$ cat src/rtl/fxp_sqrt_engine.sv
// Iterative restoring square root of a signed fixed-point operand, one result
// bit per cycle, behind an ap_start/ap_done/ap_idle/ap_ready block handshake.
module fxp_sqrt_engine #(
  parameter int BIT_WIDTH = 32,
  parameter int FRAC_BITS = 16
) (
  input  logic                 clk,
  input  logic                 reset,
  input  logic                 ap_start,
  input  logic [BIT_WIDTH-1:0] in_r,
  output logic                 ap_idle,
  output logic                 ap_ready,
  output logic                 ap_done,
  output logic [BIT_WIDTH-1:0] ap_return,
  output logic                 neg_err
);

  localparam int RAD_W = BIT_WIDTH + FRAC_BITS;
  localparam int N     = RAD_W / 2;
  localparam int REM_W = N + 2;
  localparam int CNT_W = (N > 1) ? $clog2(N) : 1;
  localparam logic [CNT_W-1:0] LAST_CNT = CNT_W'(N - 1);

  typedef enum logic [1:0] {
    S_IDLE,
    S_CALC,
    S_DONE
  } state_t;

  state_t               state_reg, state_next;
  logic [CNT_W-1:0]     cnt_reg, cnt_next;
  logic [RAD_W-1:0]     rad_reg, rad_next;
  logic [REM_W-1:0]     rem_reg, rem_next;
  logic [N-1:0]         root_reg, root_next;
  logic                 done_reg, done_next;
  logic [BIT_WIDTH-1:0] ret_reg, ret_next;
  logic                 neg_reg, neg_next;

  logic [REM_W-1:0]     rem_shift;
  logic [REM_W-1:0]     trial;
  logic [REM_W-1:0]     rem_diff;
  logic                 take;
  logic [N-1:0]         root_step;
  logic [BIT_WIDTH-1:0] root_ext;
  logic                 unused_rem_hi;

  // One restoring step: bring down the next radicand bit pair, try {root,01}.
  assign rem_shift = {rem_reg[N-1:0], rad_reg[RAD_W-1 -: 2]};
  assign trial     = {root_reg, 2'b01};
  assign rem_diff  = rem_shift - trial;
  assign take      = (rem_shift >= trial);
  assign root_step = {root_reg[N-2:0], take};

  // The top remainder bits only become non-zero on the final step and are
  // never shifted out again, so they feed nothing.
  assign unused_rem_hi = |rem_reg[REM_W-1:N];

  genvar gi;
  generate
    for (gi = 0; gi < BIT_WIDTH; gi++) begin : g_ext
      if (gi < N) begin : g_bit
        assign root_ext[gi] = root_step[gi];
      end else begin : g_pad
        assign root_ext[gi] = 1'b0;
      end
    end
  endgenerate

  always_ff @(posedge clk or negedge reset) begin
    if (!reset) begin
      state_reg <= S_IDLE;
      cnt_reg   <= '0;
      rad_reg   <= '0;
      rem_reg   <= '0;
      root_reg  <= '0;
      done_reg  <= 1'b0;
      ret_reg   <= '0;
      neg_reg   <= 1'b0;
    end else begin
      state_reg <= state_next;
      cnt_reg   <= cnt_next;
      rad_reg   <= rad_next;
      rem_reg   <= rem_next;
      root_reg  <= root_next;
      done_reg  <= done_next;
      ret_reg   <= ret_next;
      neg_reg   <= neg_next;
    end
  end

  always_comb begin
    state_next = state_reg;
    cnt_next   = cnt_reg;
    rad_next   = rad_reg;
    rem_next   = rem_reg;
    root_next  = root_reg;
    done_next  = 1'b0;
    ret_next   = ret_reg;
    neg_next   = neg_reg;

    case (state_reg)
      S_IDLE: begin
        if (ap_start) begin
          rad_next  = {in_r, {FRAC_BITS{1'b0}}};
          rem_next  = '0;
          root_next = '0;
          cnt_next  = '0;
          if (in_r[BIT_WIDTH-1]) begin
            // Negative operands skip the iterations entirely.
            state_next = S_DONE;
            done_next  = 1'b1;
            ret_next   = '0;
            neg_next   = 1'b1;
          end else begin
            state_next = S_CALC;
          end
        end
      end

      S_CALC: begin
        rad_next  = {rad_reg[RAD_W-3:0], 2'b00};
        rem_next  = take ? rem_diff : rem_shift;
        root_next = root_step;
        cnt_next  = cnt_reg + CNT_W'(1);
        if (cnt_reg == LAST_CNT) begin
          state_next = S_DONE;
          done_next  = 1'b1;
          ret_next   = root_ext;
          neg_next   = 1'b0;
        end
      end

      S_DONE: begin
        state_next = S_IDLE;
      end

      default: begin
        state_next = S_IDLE;
      end
    endcase
  end

  assign ap_idle   = (state_reg == S_IDLE);
  assign ap_ready  = ap_start & ap_idle;
  assign ap_done   = done_reg;
  assign ap_return = ret_reg;
  assign neg_err   = neg_reg;

endmodule

$ cat config.mk
export PLATFORM = sky130hd
export DESIGN_NAME = fxp_sqrt_engine
export DESIGN_NICKNAME = d
export VERILOG_FILES = /design/src/rtl/fxp_sqrt_engine.sv
export SDC_FILE = /design/constraint.sdc
export NUM_CORES = 1
export LEC_CHECK = 0
export CAP_MARGIN = 25
export CORE_UTILIZATION = 60
export CTS_BUF_LIST = sky130_fd_sc_hd__clkbuf_4
export DETAILED_ROUTE_END_ITERATION = 8
export PLACE_DENSITY = 0.85
export SLEW_MARGIN = 10
export SYNTH_ARGS = -nofsm -noshare
export SYNTH_HDL_FRONTEND = slang
export SYNTH_SLANG_ARGS = --single-unit
$ cat constraint.sdc
create_clock -name clk -period 7.15 [get_ports clk]
set_input_delay 0.715 -clock clk [delete_from_list [all_inputs] [get_ports clk]]
set_output_delay 0.715 -clock clk [all_outputs]
set_load 0.05 [all_outputs]
==> impl_results.md <==
* Antenna-violating nets left at 0
* Minimum period implied by the final worst setup slack at between 3 and 4 ns
* Post-DP Area at 6510 sq um
* Number of violations of the max-capacitance limit at 0
* Top FF cell, synth: sky130_fd_sc_hd__dfrtp_1
* Area fraction in and, or, nand and nor cells after synthesis at 0.158
* Count of hold buffers inserted by post-cts repair at 0
* Number of synthesized register bits at 113
* Final-layout setup total negative slack at 0 ns
* Result of the run: completed
* Worst Max-Slew Pin Slew at 0.977 ns
* Reg-to-reg critical path startpoint: root_reg[15]
* Global-route wire length before repair at 22.6 mm
* Max transition margin at 0.349
* Launching element of the worst setup path: ap_start
* Routability-driven placement congestion ratio at 0.880
* Yosys top cell by area: sky130_fd_sc_hd__dfrtp_1
* Worst setup path category: input port to output port
* Count of inserted antenna diode cells at 0
* Worst Path Max Fanout at 47
* Final Util at 0.723
* Post-synthesis cell count at 629
* Unique cell type count in the Yosys netlist at 63
* Floorplan die area at 10300 sq um
* Height of the die at 101 microns
* Arrival time reported for the critical path endpoint at 3.20 ns
* Final Hold Violating Endpoints at 0
* Floorplan die width at 101 microns
* Post-route fraction of the period consumed by the critical path at 0.548
* Highest clock frequency the design can meet at about 0.26 GHz
* Sequential fraction of the synthesis area at 0.478
* Average vias per placed instance at about 6
* Library cell used as clock root buffer: sky130_fd_sc_hd__clkbuf_4
* Layout Cell Area excl Fill at 6770 sq um
* First drt pass iteration count at 5
* Area added between synthesis and finish at 14.6%
* All-Layer GR Usage at 0.284
* Sinks on the clock net at 113
* RSZ-0062 raised after global routing: false
* FFs w/ async S/R, synth at 1.00
* Final worst clock skew at around 0.017 ns
* Synthesized-area fraction occupied by xor and xnor cells at 0.0267
* Antenna violations before repair at 0
* Commonest cells after routing, fill and taps aside: sky130_fd_sc_hd__dfrtp_1 (113), sky130_fd_sc_hd__nor2_1 (78), sky130_fd_sc_hd__clkdlybuf4s50_1 (61)
* Starting DRT DRC Count at 346
* Post-detailed-placement half-perimeter wirelength at 8.81 mm
* CTS tree: done
* Post-synthesis mux area share at 0.00508
* Filler cells at between 600 and 700
* Congestion Overflow GR at 0
* Critical path required time at roughly 6.4 ns
* Post-layout nets at ~740
* Class of the tightest hold or removal check: input port to asynchronous set/reset pin
* Layout cell share with drive strength beyond 1 at 0.0766
* Post-synth EDFFs at 0
* Post-CTS setup buffer count at 0
* Via count of the first global-routing pass at 4892
* Effective utilization at floorplan at 0.631
* Clock Latency Late Sink at 0.51 ns
* Number of clock buffers inserted by TritonCTS at 17
* Placeable core area at 9370 sq um
* Total detailed-routing wirelength at around 13 mm
* Final number of setup-violating endpoints at 0
* Critical path startpoint category: input port
* Number of vias in the routed layout at slightly below 5000
* Clock-pin slew reported for the worst setup and hold paths after clock tree synthesis at 0.10 ns
* Total standard cell area after synthesis at 5910 sq um
* H-tree levels at 4
* Mean instance size in the synthesized netlist at about 9.4 sq um
* Most common cell after layout, fill and taps aside: sky130_fd_sc_hd__dfrtp_1
* Area fraction in compound gates after synthesis at 0.212
* Top post-synthesis cells by area: sky130_fd_sc_hd__dfrtp_1 (48%), sky130_fd_sc_hd__ha_1 (5.7%), sky130_fd_sc_hd__o22ai_1 (5.6%)
* Buffers on Ports at 62
* Drt drc at 0
* Type of element capturing the critical path: output port
* Yosys top cell area share at 0.478
* Adder and majority gate portion of the synthesized area at 0.0571
* Synth warn at 0
* Top-level port count at 71
* Pins over their slew limit at 0
* Flip-flop count of the largest register after layout at 32
* Routed len/inst at 16.3 microns
* Dpl ws at 3.24 ns
* Post_cts resized at 0
* Largest net degree at the start of global routing at roughly 70
* Dominant combinational cell family by area after synthesis: compound AO/OA/AOI/OAI gates
* Standard-cell row count at 35
* Number of buffers on the longest clock path at 2
* Post-layout worst setup margin at between 3 and 4 ns
[layout make-up]
type | instances | area (sq um) | share of cell area
Timing Repair Buffer | 68 | 663 | 0.0979
Sequential cell | 113 | 2830 | 0.417
Tap cell | 129 | 161 | 0.0238
Clock buffer | 17 | 128 | 0.0188
Clock inverter | 15 | 134 | 0.0198
Multi-Input combinational cell | 449 | 2750 | 0.406
Inverter | 30 | 113 | 0.0166
[worst paths after layout]
check | to | slack (ns) | depth (start not counted)
max reg2reg | rem_reg[3] | 4.10 | 10
min reg2reg | ap_return[16] | 0.48 | 2
max | ap_ready | 3.23 | 4
min in group clk | ap_return[16] | 0.48 | 2
min | ap_return[13] | 0.22 | 1
max in group asynchronous | rad_reg[24] | 5.72 | 2
[critical path, cell delays in order]
cell,delay [ns]
sky130_fd_sc_hd__clkdlybuf4s50_1,0.52
sky130_fd_sc_hd__or3b_2,0.85
sky130_fd_sc_hd__inv_1,0.27
sky130_fd_sc_hd__clkdlybuf4s50_1,0.84
[routing by layer]
layer	wire length, microns	GRT usage	up-vias
met5	0	0	-
met1	5870	0.367	2360
met3	727	0.0669	45
met4	405	0.145	0
li1	-	-	2347
met2	6380	0.448	156
[cell families (layout without fill, tap and decap cells)]
| group | after synthesis | count (layout) |
|---|---|---|
| and+or+nand+nor | 201 | 201 |
| AOI/OAI and AO/OA | 192 | 192 |
| DFF | 113 | 113 |
| buffers and inverters | 74 | 130 |
| adders and majority gates | 27 | 27 |
| xor gates and xnor gates | 18 | 18 |
| muxes | 3 | 3 |
| other | 1 | 8 |
[cells in the mapped netlist, types with 4 or more instances]
library cell / n
sky130_fd_sc_hd__buf_6: 6
sky130_fd_sc_hd__ha_1: 27
sky130_fd_sc_hd__buf_1: 5
sky130_fd_sc_hd__buf_4: 9
sky130_fd_sc_hd__clkbuf_1: 22
sky130_fd_sc_hd__dfrtp_1: 113
sky130_fd_sc_hd__inv_1: 30
sky130_fd_sc_hd__nor3_1: 7
sky130_fd_sc_hd__a21oi_1: 30
sky130_fd_sc_hd__nand2_1: 59
sky130_fd_sc_hd__nor2b_1: 5
sky130_fd_sc_hd__xor2_1: 5
sky130_fd_sc_hd__o21ai_0: 25
sky130_fd_sc_hd__and4_1: 4
sky130_fd_sc_hd__o22ai_1: 53
sky130_fd_sc_hd__a21o_1: 7
sky130_fd_sc_hd__o31ai_1: 23
sky130_fd_sc_hd__a211oi_1: 4
sky130_fd_sc_hd__xnor2_1: 13
sky130_fd_sc_hd__nor2_1: 78
sky130_fd_sc_hd__a32oi_1: 7
sky130_fd_sc_hd__nand3_1: 17
sky130_fd_sc_hd__o21ai_1: 17
sky130_fd_sc_hd__and3_1: 7
[metrics by stage]
step / hold slack (ns) / cells
after floorplan: 0.419 / 636
after global placement: 0.458 / 789
after detailed placement: 0.465 / 789
after CTS: 0.229 / 821
after global routing: 0.250 / 821
final: 0.224 / 821
Power is left out: the tool's default activity adds up to more than one toggle a clock period on the data nets, which glitch-free logic cannot reach.
